**src/rtl/fetch_redirect_ctrl_pkg.sv**
```systemverilog
// Shared CPU front-end definitions: reset vector, bubble encoding and fetch FSM states.
// Also holds the sequential-fetch increment used by the next-PC mux.
package fetch_redirect_ctrl_pkg;

   localparam logic [31:0] CPU_RESET_PC   = 32'hBFC0_0000;
   localparam logic [31:0] CPU_NOP_INSTR  = 32'h0000_0000;
   localparam int          CPU_MAX_SQUASH = 3;

   typedef logic [0:0] fetch_state_t;
   localparam fetch_state_t ST_RUN    = 1'b0;
   localparam fetch_state_t ST_SQUASH = 1'b1;

   function automatic logic [31:0] pc_plus4(input logic [31:0] pc);
      return pc + 32'd4;
   endfunction

endpackage

```
**src/rtl/pc_next_sel.sv**
```systemverilog
// Next-PC priority mux plus the held-redirect register used when a target
// arrives while the PC is stalled.
module pc_next_sel
   import fetch_redirect_ctrl_pkg::*;
(
   input  logic        clk,
   input  logic        rst,
   input  logic        pc_wr,
   input  logic        redirect_valid,
   input  logic [31:0] redirect_pc,
   input  logic [31:0] pc,
   output logic [31:0] pc_next
);

   logic [31:0] tgt_q;
   logic        tgt_pend;

   always_comb begin
      pc_next = pc;
      if (redirect_valid && pc_wr) begin
         pc_next = redirect_pc;
      end else if (redirect_valid) begin
         pc_next = pc;
      end else if (tgt_pend && pc_wr) begin
         pc_next = tgt_q;
      end else if (pc_wr) begin
         pc_next = pc_plus4(pc);
      end
   end

   // A fresh redirect always supersedes a held one, whether it is taken now or held.
   always_ff @(posedge clk) begin
      if (rst) begin
         tgt_q    <= '0;
         tgt_pend <= 1'b0;
      end else if (redirect_valid) begin
         tgt_q    <= redirect_pc;
         tgt_pend <= ~pc_wr;
      end else if (tgt_pend && pc_wr) begin
         tgt_pend <= 1'b0;
      end
   end

endmodule

```
**src/rtl/fetch_redirect_ctrl.sv**
```systemverilog
// Fetch-side consumer of the hazard unit: PC register, IF/ID register and the
// squash FSM that inserts bubbles until a control-transfer target arrives.
module fetch_redirect_ctrl
   import fetch_redirect_ctrl_pkg::*;
#(
   parameter logic [31:0] RESET_PC   = CPU_RESET_PC,
   parameter int          MAX_SQUASH = CPU_MAX_SQUASH,
   parameter logic [31:0] NOP_INSTR  = CPU_NOP_INSTR
)(
   input  logic        clk,
   input  logic        rst,
   input  logic        pc_wr,
   input  logic        ir_wr,
   input  logic        nop,
   input  logic        nop_imme,
   input  logic        redirect_valid,
   input  logic [31:0] redirect_pc,
   input  logic [31:0] imem_rdata,
   output logic [31:0] imem_addr,
   output logic [31:0] if_id_pc,
   output logic [31:0] if_id_ir,
   output logic        if_id_valid,
   output logic        nop_r,
   output logic        squash_err
);

   localparam int                CNT_W    = $clog2(MAX_SQUASH) + 1;
   localparam logic [CNT_W-1:0]  CNT_LAST = CNT_W'(MAX_SQUASH - 1);

   logic [31:0]      pc;
   logic [31:0]      pc_next;
   fetch_state_t     state;
   logic [CNT_W-1:0] squash_cnt;
   logic             squash_pend;
   logic             load_bubble;

   pc_next_sel u_pc_next_sel (
      .clk            (clk),
      .rst            (rst),
      .pc_wr          (pc_wr),
      .redirect_valid (redirect_valid),
      .redirect_pc    (redirect_pc),
      .pc             (pc),
      .pc_next        (pc_next)
   );

   assign imem_addr   = pc;
   assign load_bubble = (state == ST_SQUASH) || nop || squash_pend;

   always_ff @(posedge clk) begin
      if (rst) begin
         pc    <= RESET_PC;
         nop_r <= 1'b0;
      end else begin
         pc    <= pc_next;
         nop_r <= nop & ~nop_imme;
      end
   end

   // A nop that lands while IF/ID is frozen is remembered so the squash still happens.
   always_ff @(posedge clk) begin
      if (rst) begin
         if_id_pc    <= '0;
         if_id_ir    <= NOP_INSTR;
         if_id_valid <= 1'b0;
         squash_pend <= 1'b0;
      end else if (!ir_wr) begin
         if (nop) begin
            squash_pend <= 1'b1;
         end
      end else if (load_bubble) begin
         if_id_pc    <= pc;
         if_id_ir    <= NOP_INSTR;
         if_id_valid <= 1'b0;
         squash_pend <= 1'b0;
      end else begin
         if_id_pc    <= pc;
         if_id_ir    <= imem_rdata;
         if_id_valid <= 1'b1;
      end
   end

   // The redirect cycle itself still loads a bubble; fetch from the target starts next cycle.
   always_ff @(posedge clk) begin
      if (rst) begin
         state      <= ST_RUN;
         squash_cnt <= '0;
         squash_err <= 1'b0;
      end else if (state == ST_SQUASH) begin
         if (redirect_valid) begin
            state <= ST_RUN;
         end else if (squash_cnt == CNT_LAST) begin
            state      <= ST_RUN;
            squash_err <= 1'b1;
         end else begin
            squash_cnt <= squash_cnt + 1'b1;
         end
      end else if (ir_wr && nop && !redirect_valid) begin
         state      <= ST_SQUASH;
         squash_cnt <= '0;
      end
   end

endmodule
```
**config.mk**
```make
export PLATFORM = sky130hd
export DESIGN_NAME = fetch_redirect_ctrl
export DESIGN_NICKNAME = d
export VERILOG_FILES = /design/src/rtl/fetch_redirect_ctrl_pkg.sv /design/src/rtl/pc_next_sel.sv /design/src/rtl/fetch_redirect_ctrl.sv
export SDC_FILE = /design/constraint.sdc
export NUM_CORES = 1
export LEC_CHECK = 0
export ABC_AREA = 1
export BUFFER_PORTS_ARGS = -buffer_cell sky130_fd_sc_hd__buf_2
export CAP_MARGIN = 5
export CORE_ASPECT_RATIO = 1.2
export CORE_MARGIN = 10
export CORE_UTILIZATION = 35
export DETAILED_ROUTE_END_ITERATION = 10
export GPL_TIMING_DRIVEN = 1
export PLACE_DENSITY_LB_ADDON = 0.2
export SLEW_MARGIN = 20
export SYNTH_ARGS = -nofsm -noshare
export SYNTH_HDL_FRONTEND = slang
export SYNTH_SLANG_ARGS = --single-unit
```
**constraint.sdc**
```tcl
create_clock -name clk -period 4.06 [get_ports clk]
set_input_delay 0.812 -clock clk [delete_from_list [all_inputs] [get_ports clk]]
set_output_delay 0.812 -clock clk [all_outputs]
set_load 0.01 [all_outputs]
```
==> results of run 1 <==
synthesized netlist by cell type:
library cell | count | area [µm²]
a211oi_1 | 12 | 90.09
a21oi_1 | 96 | 480.5
a21oi_2 | 6 | 52.55
a31oi_1 | 8 | 50.05
buf_1 | 3 | 11.26
buf_2 | 11 | 55.05
buf_4 | 1 | 7.510
clkbuf_1 | 34 | 127.6
clkinv_1 | 2 | 7.510
dfxtp_1 | 137 | 2743
ha_1 | 3 | 37.54
inv_1 | 70 | 262.8
inv_2 | 4 | 15.01
nand2_1 | 189 | 709.4
nand2_2 | 11 | 68.82
nand2_4 | 2 | 22.52
nand3_1 | 72 | 360.4
nand3b_1 | 1 | 7.510
nand4_1 | 4 | 25.02
nor2_1 | 64 | 240.2
nor2_2 | 10 | 62.56
nor2_4 | 8 | 90.09
nor3_1 | 2 | 10.01
o211ai_1 | 1 | 7.510
o21ai_0 | 112 | 560.5
o21ai_1 | 1 | 5.000
xnor2_1 | 3 | 26.28
xor2_1 | 1 | 8.760
sequential cells by signal, summed over array words and instances, names as in the netlist:
name,flops
u_pc_next_sel.tgt_pend,1
squash_pend,1
squash_err,1
squash_cnt,3
imem_addr,32
if_id_pc,32
if_id_valid,1
if_id_ir,32
state,1
nop_r,1
u_pc_next_sel.tgt_q,32
worst register-to-register path: stages (launching register included):
cell and delay, ps:
dfxtp_1 490, ha_1 350, nand2_1 160, nor2_4 150
nand2_2 130, inv_1 160, nand4_1 100, nand3_1 100
nand2_1 60, a21oi_1 110
cell type report:
type                    instances  area (µm²)
fillers                      1856        9608
multi-input cells             606        2920
flip-flops and latches        137        2743
repair buffers                175       890.9
clock buffers                  17       425.4
inverters                      76       285.3
well taps                     220       275.3
clock inverters                15       224.0
diodes                          1       2.502
per-layer routing:
| layer | GRT usage | part of all wire | up-vias |
|---|---|---|---|
| met3 | 0.07494 | 0.092 | 28 |
| li1 | - | - | 3156 |
| met1 | 0.1960 | 0.42 | 2757 |
| met5 | 0 | 0.0010 | - |
| met2 | 0.2819 | 0.46 | 183 |
| met4 | 0.05921 | 0.020 | 4 |
stage by stage:
step	setup slack, ps	power [mW]
6_report	1777	3.591
5_1_grt	1589	3.738
4_1_cts	1775	3.632
3_5_place_dp	1335	1.902
3_3_place_gp	1424	1.899
2_1_floorplan	2375	1.730
power by group through the flow:
| stage | clock (mW) | combinational [mW] | sequential (mW) |
|---|---|---|---|
| 2_1_floorplan | 0 | 0.206 | 1.52 |
| 3_3_place_gp | 0 | 0.387 | 1.51 |
| 3_5_place_dp | 0 | 0.389 | 1.51 |
| 4_1_cts | 1.76 | 0.390 | 1.48 |
| 5_1_grt | 1.80 | 0.439 | 1.50 |
| 6_report | 1.72 | 0.383 | 1.48 |
worst paths after layout:
kind                start             to  slack (ps)  cells after the start
max                 pc_wr  imem_addr[27]        1780                      5
max reg2reg  imem_addr[2]  imem_addr[18]        2180                      9
min reg2reg    squash_err     squash_err         450                      2
min            squash_err     squash_err         450                      2
cells by family (layout without fill, tap and decap cells):
| kind of cell | count (synthesis) | count (layout) | synth area share |
|---|---|---|---|
| AND/OR/NAND/NOR | 363 | 363 | 0.2598 |
| AO/OA/AOI/OAI | 236 | 236 | 0.2028 |
| flip-flops | 137 | 137 | 0.4463 |
| buffers and inverters | 125 | 283 | 0.07921 |
| XOR/XNOR | 4 | 4 | 0.005703 |
| adder cells (fa/ha/maj) | 3 | 3 | 0.006109 |
| other | 0 | 1 | 0 |
==> metrics.txt, run 1 <==
Startpoint Class=input pin; post_cts resized=0; Seq/Total Area, Yosys=0.4463; First DRT Iteration DRCs=349; DRT antenna net count=0; Placed Area=7109 µm²; Setup TNS Final=0 ps; Worst EP required=4410 ps; final instance area=7766 µm²; post-synthesis cell area=6145 µm²; Final setup viols=0; Synth Area per Inst=7.079 µm²; crit-path max FO=32; Tot GR Track Use=0.1719; commonest non-fill, non-tap cell in the layout=nand2_1; CTS H-tree depth=4; post-layout minimum cycle time=2283 ps; Int Power=2.653 mW; post-route clock period utilization=0.5623; CTS Root Cell=clkbuf_16; crit path kind=in2reg; clock tree buffer depth=2; cts hold-fix bufs=0; vias per cell=4.914; Max-slew headroom=0.4456; CP peak stage delay=600 ps; sequential share of power=0.413; DR pass1 iterations=5; Die Wd=141.0 µm; Inst Count DP=1214; number of buffers added on ports=169; Synth Net Count=942; max cap viols=0; P_sw=0.9382 mW; Post-route DRC=0; Critical path buffers and inverters=2; Area growth syn-to-layout=26.39%; CTS Sinks=137; RSZ-0062 raised after global routing=false; buffer count from post-CTS setup fixing=0; Synth Register Bits=137; Placer Congestion=0.9077; total number of vias=6128; number of max-slew violations in the final report=0; FMAX=0.4380 GHz; status=completed; CTS Buf Count=17; P_leak=3.536 nW; Worst-Margin Slew=831.6 ps; Die Y-Extent=165.1 µm; WP data arrival=2630 ps; WL/cell=16.18 µm; starting density of the core=0.3537; Worst-Skew Late Latency=420 ps; Worst path slowest cell=clkinv_1; CTS tree=yes; std cell rows=53; first-pass GRT wire length=32.46 mm; Total Wirelength=20.18 mm; switch share=0.2613; core footprint=17370 µm²; largest net degree at the start of global routing=88; CP delay by family, top=buffers and inverters; die area=23280 µm²; Ys Warns=0; Hold Vio Cnt, Final=0; CP Capture Type=register; Worst Hold Class=reg2reg; total gr overflow=0; layout cells sized above 1=0.2427; nets=1087; Comb power frac=0.107; commonest non-fill, non-tap cells in the layout=189 x nand2_1, 169 x buf_2, 137 x dfxtp_1; Clk pwr share=0.480; Yosys cell types=28; final core utilization=0.4470; non-filler cells, final=1247; Clock transition at path regs=60 ps; Worst Clk Skew=9.541 ps; vias in the first global route=6112; worst path cell trace=buf_2 -> clkinv_1 -> nand2_1 -> nor2_1 -> a21oi_1; Syn Inst Count=868; VDD IR max=0.2402 mV; Detail Placement HPWL=14.43 mm; Ports=170; Pwr Density=462.4 nW/µm²; initial antenna violation count=4; final hold slack=446.0 ps
(Power assumes the default switching activity.)
==> run 2, diff against run 1 <==
==> constraint.sdc (replaced) <==
create_clock -name clk -period 2.2 [get_ports clk]
set_input_delay 0.44 -clock clk [delete_from_list [all_inputs] [get_ports clk]]
set_output_delay 0.44 -clock clk [all_outputs]
set_load 0.01 [all_outputs]
==> run 2 against run 1 <==
Net effect:
- die area stayed put
- sequential cell count did not move
- cell count is 0.88% higher
- critical endpoint is now imem_addr[18]
- highest routed layer unchanged
==> metrics.txt, run 2 (synthesized netlist as in run 1, its figures left out) <==
status=completed (unchanged); total gr overflow=0 (unchanged); CP Capture Type=register (unchanged); crit-path most repeated cell=nand2_1; Placer Congestion=0.9526 (was 0.9077); FMAX=0.5760 GHz; first-pass GRT wire length=32.72 mm (was 32.46 mm); final hold slack=165.5 ps (was 446.0 ps); worst path cell trace=ha_1 -> nand2_1 -> nor2_4 -> nand2_2 -> inv_1 -> nand4_1 -> nand3_1 -> nand2_1 -> a21oi_1 (was buf_2 -> clkinv_1 -> nand2_1 -> nor2_1 -> a21oi_1); RSZ-0062 raised after global routing=false (unchanged); number of buffers added on ports=169 (unchanged); Post-route DRC=0 (unchanged); Final setup viols=0 (unchanged); largest net degree at the start of global routing=88 (unchanged); commonest non-fill, non-tap cell in the layout=nand2_1 (unchanged); Ports=170 (unchanged); CP peak stage delay=440 ps (was 600 ps); r2r setup slk=460 ps (was 2180 ps); VDD IR max=0.5194 mV (was 0.2402 mV); Worst-Margin Slew=674.9 ps (was 831.6 ps); CTS Buf Count=17 (unchanged); vias per cell=5.004 (was 4.914); final instance area=7824 µm² (was 7766 µm²); Die Y-Extent=165.1 µm (unchanged); reg-to-reg startpoint=imem_addr[2] (unchanged); DRT antenna net count=0 (unchanged); Max-slew headroom=0.5500 (was 0.4456); Worst path slowest cell=dfxtp_1 (was clkinv_1); worst r2r path cells=9 (unchanged); number of max-slew violations in the final report=0 (unchanged); Startpoint Class=register (was input pin); clock tree buffer depth=2 (unchanged); CTS tree=yes (unchanged); Tot GR Track Use=0.1748 (was 0.1719); Worst-Skew Late Latency=420 ps (about the same); Worst Hold Class=in2reg (was reg2reg); Total Wirelength=20.87 mm (was 20.18 mm); DR pass1 iterations=5 (unchanged); nets=1097 (was 1087); RR Endpoint=imem_addr[18] (unchanged); First DRT Iteration DRCs=441 (was 349); commonest non-fill, non-tap cells in the layout=189 x nand2_1, 169 x buf_2, 137 x dfxtp_1 (unchanged); crit path kind=reg2reg (was in2reg); die area=23280 µm² (unchanged); layout cells sized above 1=0.2471 (was 0.2427); Placed Area=7222 µm² (was 7109 µm²); Hold Vio Cnt, Final=0 (unchanged); WP data arrival=2090 ps (was 2630 ps); Setup TNS Final=0 ps (unchanged); WHS Path Cells=2 (unchanged); starting density of the core=0.3537 (unchanged); CTS H-tree depth=4 (unchanged); CTS Sinks=137 (unchanged); post_cts resized=0 (unchanged); post-route clock period utilization=0.7892; Hold Startpoint=nop_imme (was squash_err); Area growth syn-to-layout=27.33% (was 26.39%); max cap viols=0 (unchanged); P_leak=3.580 nW (was 3.536 nW); total number of vias=6295 (was 6128); crit-path max FO=6 (was 32); Worst Clk Skew=6.475 ps (was 9.541 ps); Clock transition at path regs=60 ps (about the same); CTS Root Cell=clkbuf_16 (unchanged); core footprint=17370 µm² (unchanged); buffer count from post-CTS setup fixing=0 (unchanged); post-layout minimum cycle time=1736 ps; hold endpoint=nop_r (was squash_err); WL/cell=16.59 µm (was 16.18 µm); Die Wd=141.0 µm (unchanged); Worst EP required=2550 ps (was 4410 ps); std cell rows=53 (unchanged); Pwr Density=818.1 nW/µm² (was 462.4 nW/µm²); cts hold-fix bufs=0 (unchanged); vias in the first global route=6101 (was 6112); initial antenna violation count=6 (was 4); Detail Placement HPWL=15.41 mm (was 14.43 mm)
run 2: cell count changes in the layout (fill, tap and decap cells not counted), sizes merged:
cell      before  now
buf          175  185
clkinv         5    8
clkinvlp       5    3
bufinv         5    3
clkbuf        17   20
inv           76   74
diode          1    2
run 2: worst max-delay path by stage:
stage / start / end / slack, ps / depth (start not counted)
after detailed placement: imem_addr[2] / imem_addr[10] / 490 / 7
after floorplan: imem_addr[2] / imem_addr[22] / 680 / 10
after CTS: imem_addr[2] / imem_addr[10] / 470 / 7
after global placement: imem_addr[2] / imem_addr[10] / 530 / 7
after global routing: imem_addr[2] / imem_addr[18] / 360 / 9
final: imem_addr[2] / imem_addr[18] / 460 / 9
run 2: cell type report:
| type | count | area (µm²) |
|---|---|---|
| repair buffers | 185 | 1003 |
| flip-flops and latches | 137 | 2743 |
| inverters | 76 | 285.3 |
| diodes | 2 | 5.005 |
| fillers | 1841 | 9550 |
| clock inverters | 12 | 150.1 |
| multi-input cells | 606 | 2915 |
| well taps | 220 | 275.3 |
| clock buffers | 20 | 446.7 |
run 2: power breakdown:
group          internal (mW)  leakage, nW  switching (mW)
Sequential              2.62         1.13           0.112
Combinational          0.277         2.17           0.466
Clock                   1.81        0.286            1.12
run 2: worst max-delay path: cells and delay by family (launching register included):
family	cells	cell delay, ps
AND/OR/NAND/NOR	6	660
flip-flops	1	440
adder cells (fa/ha/maj)	1	310
buffers and inverters	1	140
AO/OA/AOI/OAI	1	120
run 2: through the flow:
step | util | worst slack [ps] | instances | total power, mW
after floorplan | - | 682.9 | 868 | 3.192
after global placement | 0.4157 | 529.6 | 1224 | 3.538
after detailed placement | 0.4157 | 486.2 | 1224 | 3.540
after CTS | 0.4500 | 470.3 | 1256 | 6.471
after global routing | 0.4502 | 360.8 | 1257 | 6.665
final | 0.4503 | 463.8 | 1258 | 6.400
run 2: routing by layer:
layer,wire length (µm),up-vias,GRT usage
met5,57,-,0
met4,464,8,0.07331
met3,1808,42,0.07437
met2,9884,201,0.2843
met1,8658,2864,0.1975
li1,-,3180,-
==> run 3, diff against run 2 <==
==> constraint.sdc (replaced) <==
create_clock -name clk -period 1.6 [get_ports clk]
set_input_delay 0.32 -clock clk [delete_from_list [all_inputs] [get_ports clk]]
set_output_delay 0.32 -clock clk [all_outputs]
set_load 0.01 [all_outputs]
==> run 3 against run 2 <==
Net effect:
- design area rose by 2.7%
- register-to-register slack lost 360 ps
- global-route usage increased by 0.45 points
- core utilization is 1.2 points higher
- critical path depth unchanged
- via count is 0.29% higher
- routed wire length decreased by 0.14%
- clock power up 31%
- power increased by 36%
- sequential cell count stayed put
==> metrics.txt, run 3 (synthesized netlist as in run 1, its figures left out) <==
status=completed (unchanged); starting density of the core=0.3537 (unchanged); commonest non-fill, non-tap cells in the layout=189 x nand2_1, 169 x buf_2, 133 x dfxtp_1 (was 189 x nand2_1, 169 x buf_2, 137 x dfxtp_1); Worst Hold Class=in2reg (unchanged); number of max-slew violations in the final report=0 (unchanged); Final setup viols=0 (unchanged); Worst EP required=1960 ps (was 2550 ps); Clock transition at path regs=70 ps (was 60 ps); r2r setup slk=110 ps (was 460 ps); CTS H-tree depth=4 (unchanged); core footprint=17370 µm² (unchanged); post-route clock period utilization=0.9332 (was 0.7892); Total Wirelength=20.84 mm (was 20.87 mm); cts hold-fix bufs=0 (unchanged); CP delay by family, top=simple AND/OR/NAND/NOR gates (unchanged); Area growth syn-to-layout=30.75% (was 27.33%); commonest non-fill, non-tap cell in the layout=nand2_1 (unchanged); layout cells sized above 1=0.2714 (was 0.2471); Die Wd=141.0 µm (unchanged); worst r2r path cells=9 (unchanged); non-filler cells, final=1282 (was 1258); WHS Path Cells=2 (unchanged); register area=2748 µm² (was 2743 µm²); Tot GR Track Use=0.1792 (was 0.1748); initial antenna violation count=3 (was 6); Worst Clk Skew=11.71 ps (was 6.475 ps); worst path cell trace=ha_1 -> buf_4 -> nand2_1 -> clkinv_1 -> nand2_1 -> nand2_1 -> nand3_1 -> nand2_1 -> a21oi_1 (was ha_1 -> nand2_1 -> nor2_4 -> nand2_2 -> inv_1 -> nand4_1 -> nand3_1 -> nand2_1 -> a21oi_1); std cell rows=53 (unchanged); Pwr Density=1081 nW/µm² (was 818.1 nW/µm²); DR pass1 iterations=5 (unchanged); Die Y-Extent=165.1 µm (unchanged); area of the multi-input gates=2915 µm² (unchanged); Startpoint Class=register (unchanged); crit-path max FO=5 (was 6); Detail Placement HPWL=15.33 mm (was 15.41 mm); CP Capture Type=register (unchanged); DRT antenna net count=0 (unchanged); P_leak=3.685 nW (was 3.580 nW); VDD IR max=0.8135 mV (was 0.5194 mV); clock tree buffer depth=2 (unchanged); crit path kind=reg2reg (unchanged); WL/cell=16.26 µm (was 16.59 µm); Setup TNS Final=0 ps (unchanged); hold endpoint=nop_r (unchanged); met1 usage=0.2043 (was 0.1975); RR Endpoint=imem_addr[24] (was imem_addr[18]); FILL cells=1870 (was 1841); post-layout minimum cycle time=1493 ps (was 1736 ps); Worst-Margin Slew=661.7 ps (was 674.9 ps); WP data arrival=1860 ps (was 2090 ps); Hold Vio Cnt, Final=0 (unchanged); largest net degree at the start of global routing=88 (unchanged); max cap viols=0 (unchanged); Critical path buffers and inverters=2 (was 1); CTS Root Cell=clkbuf_16 (unchanged); Worst-Skew Late Latency=430 ps (was 420 ps); total gr overflow=0 (unchanged); vias per cell=4.924 (was 5.004); FMAX=0.6697 GHz (was 0.5760 GHz); Max-slew headroom=0.5589 (was 0.5500); RSZ-0062 raised after global routing=false (unchanged); met3 Use GR=0.07437 (unchanged); final core utilization=0.4624 (was 0.4503); Placer Congestion=0.9450 (was 0.9526); Hold Startpoint=nop_imme (unchanged); total number of vias=6313 (was 6295); number of buffers added on ports=169 (unchanged); CTS tree=yes (unchanged); CP peak stage delay=320 ps (was 440 ps); die area=23280 µm² (unchanged); First DRT Iteration DRCs=366 (was 441); GR peak layer=met2 (unchanged); first-pass GRT wire length=33.51 mm (was 32.72 mm); Worst path slowest cell=dfxtp_1 (unchanged); reg-to-reg startpoint=imem_addr[2] (unchanged); vias in the first global route=6376 (was 6101); Ports=170 (unchanged); Post-route DRC=0 (unchanged); nets=1122 (was 1097); CTS Buf Count=17 (unchanged); crit-path most repeated cell=nand2_1 (unchanged); met2 global-route usage=0.2962 (was 0.2843); Inst Count DP=1248 (was 1224); CTS Sinks=137 (unchanged)
[run 3: changes by cell type in the layout (fill, tap and decap cells not counted), sizes merged]
cell | before | now
clkbuf | 20 | 17
bufinv | 3 | 1
clkinv | 8 | 3
buf | 185 | 210
inv | 74 | 78
diode | 2 | 1
clkinvlp | 3 | 9
[run 3: worst max-delay path by stage]
stage             startpoint            end  slack, ps  cells after the start
6_report        imem_addr[2]  imem_addr[24]        110                      9
5_1_grt        imem_addr[13]  imem_addr[29]        0.2                      9
4_1_cts         imem_addr[7]  imem_addr[28]         80                      9
3_5_place_dp    imem_addr[7]  imem_addr[28]         90                      9
3_3_place_gp    imem_addr[7]  imem_addr[28]         70                      9
2_1_floorplan   imem_addr[2]  imem_addr[22]         80                     10
[run 3: power breakdown]
group	total [mW]	switching (mW)	internal [mW]
logic	1.12	0.678	0.446
clock network	3.83	1.68	2.15
registers	3.73	0.124	3.61
[run 3: repair_timing]
item | 4_1_cts | 5_1_grt
setup buffers | 0 | 1
setup endpoints to repair | 0 | 8
gates resized for setup | 0 | 6
[run 3: routing by layer]
metal / share of wire / vias to the layer above
met1: 0.43 / 2860
met3: 0.084 / 29
li1: - / 3223
met4: 0.017 / 4
met2: 0.47 / 197
met5: 0.0012 / -
[run 3: through the flow]
stage          setup WS [ps]  hold WS, ps  power [mW]  area [µm²]
6_report               106.9        37.09       8.687        8034
5_1_grt               0.1721        20.67       9.065        8031
4_1_cts                80.83        20.93       8.793        8019
3_5_place_dp           87.34        443.4       4.939        7452
3_3_place_gp           73.35        442.1       4.933        7452
2_1_floorplan          82.92        392.0       4.389        6145
[run 3: layout make-up]
| cell class | count | area share |
|---|---|---|
| Clock buffer | 17 | 0.05295 |
| Clock inverter | 15 | 0.01760 |
| Antenna cell | 1 | 0.0003115 |
| Inverter | 76 | 0.03551 |
| Sequential cell | 137 | 0.3420 |
| Timing Repair Buffer | 210 | 0.1545 |
| Multi-Input combinational cell | 606 | 0.3629 |
| Tap cell | 220 | 0.03426 |
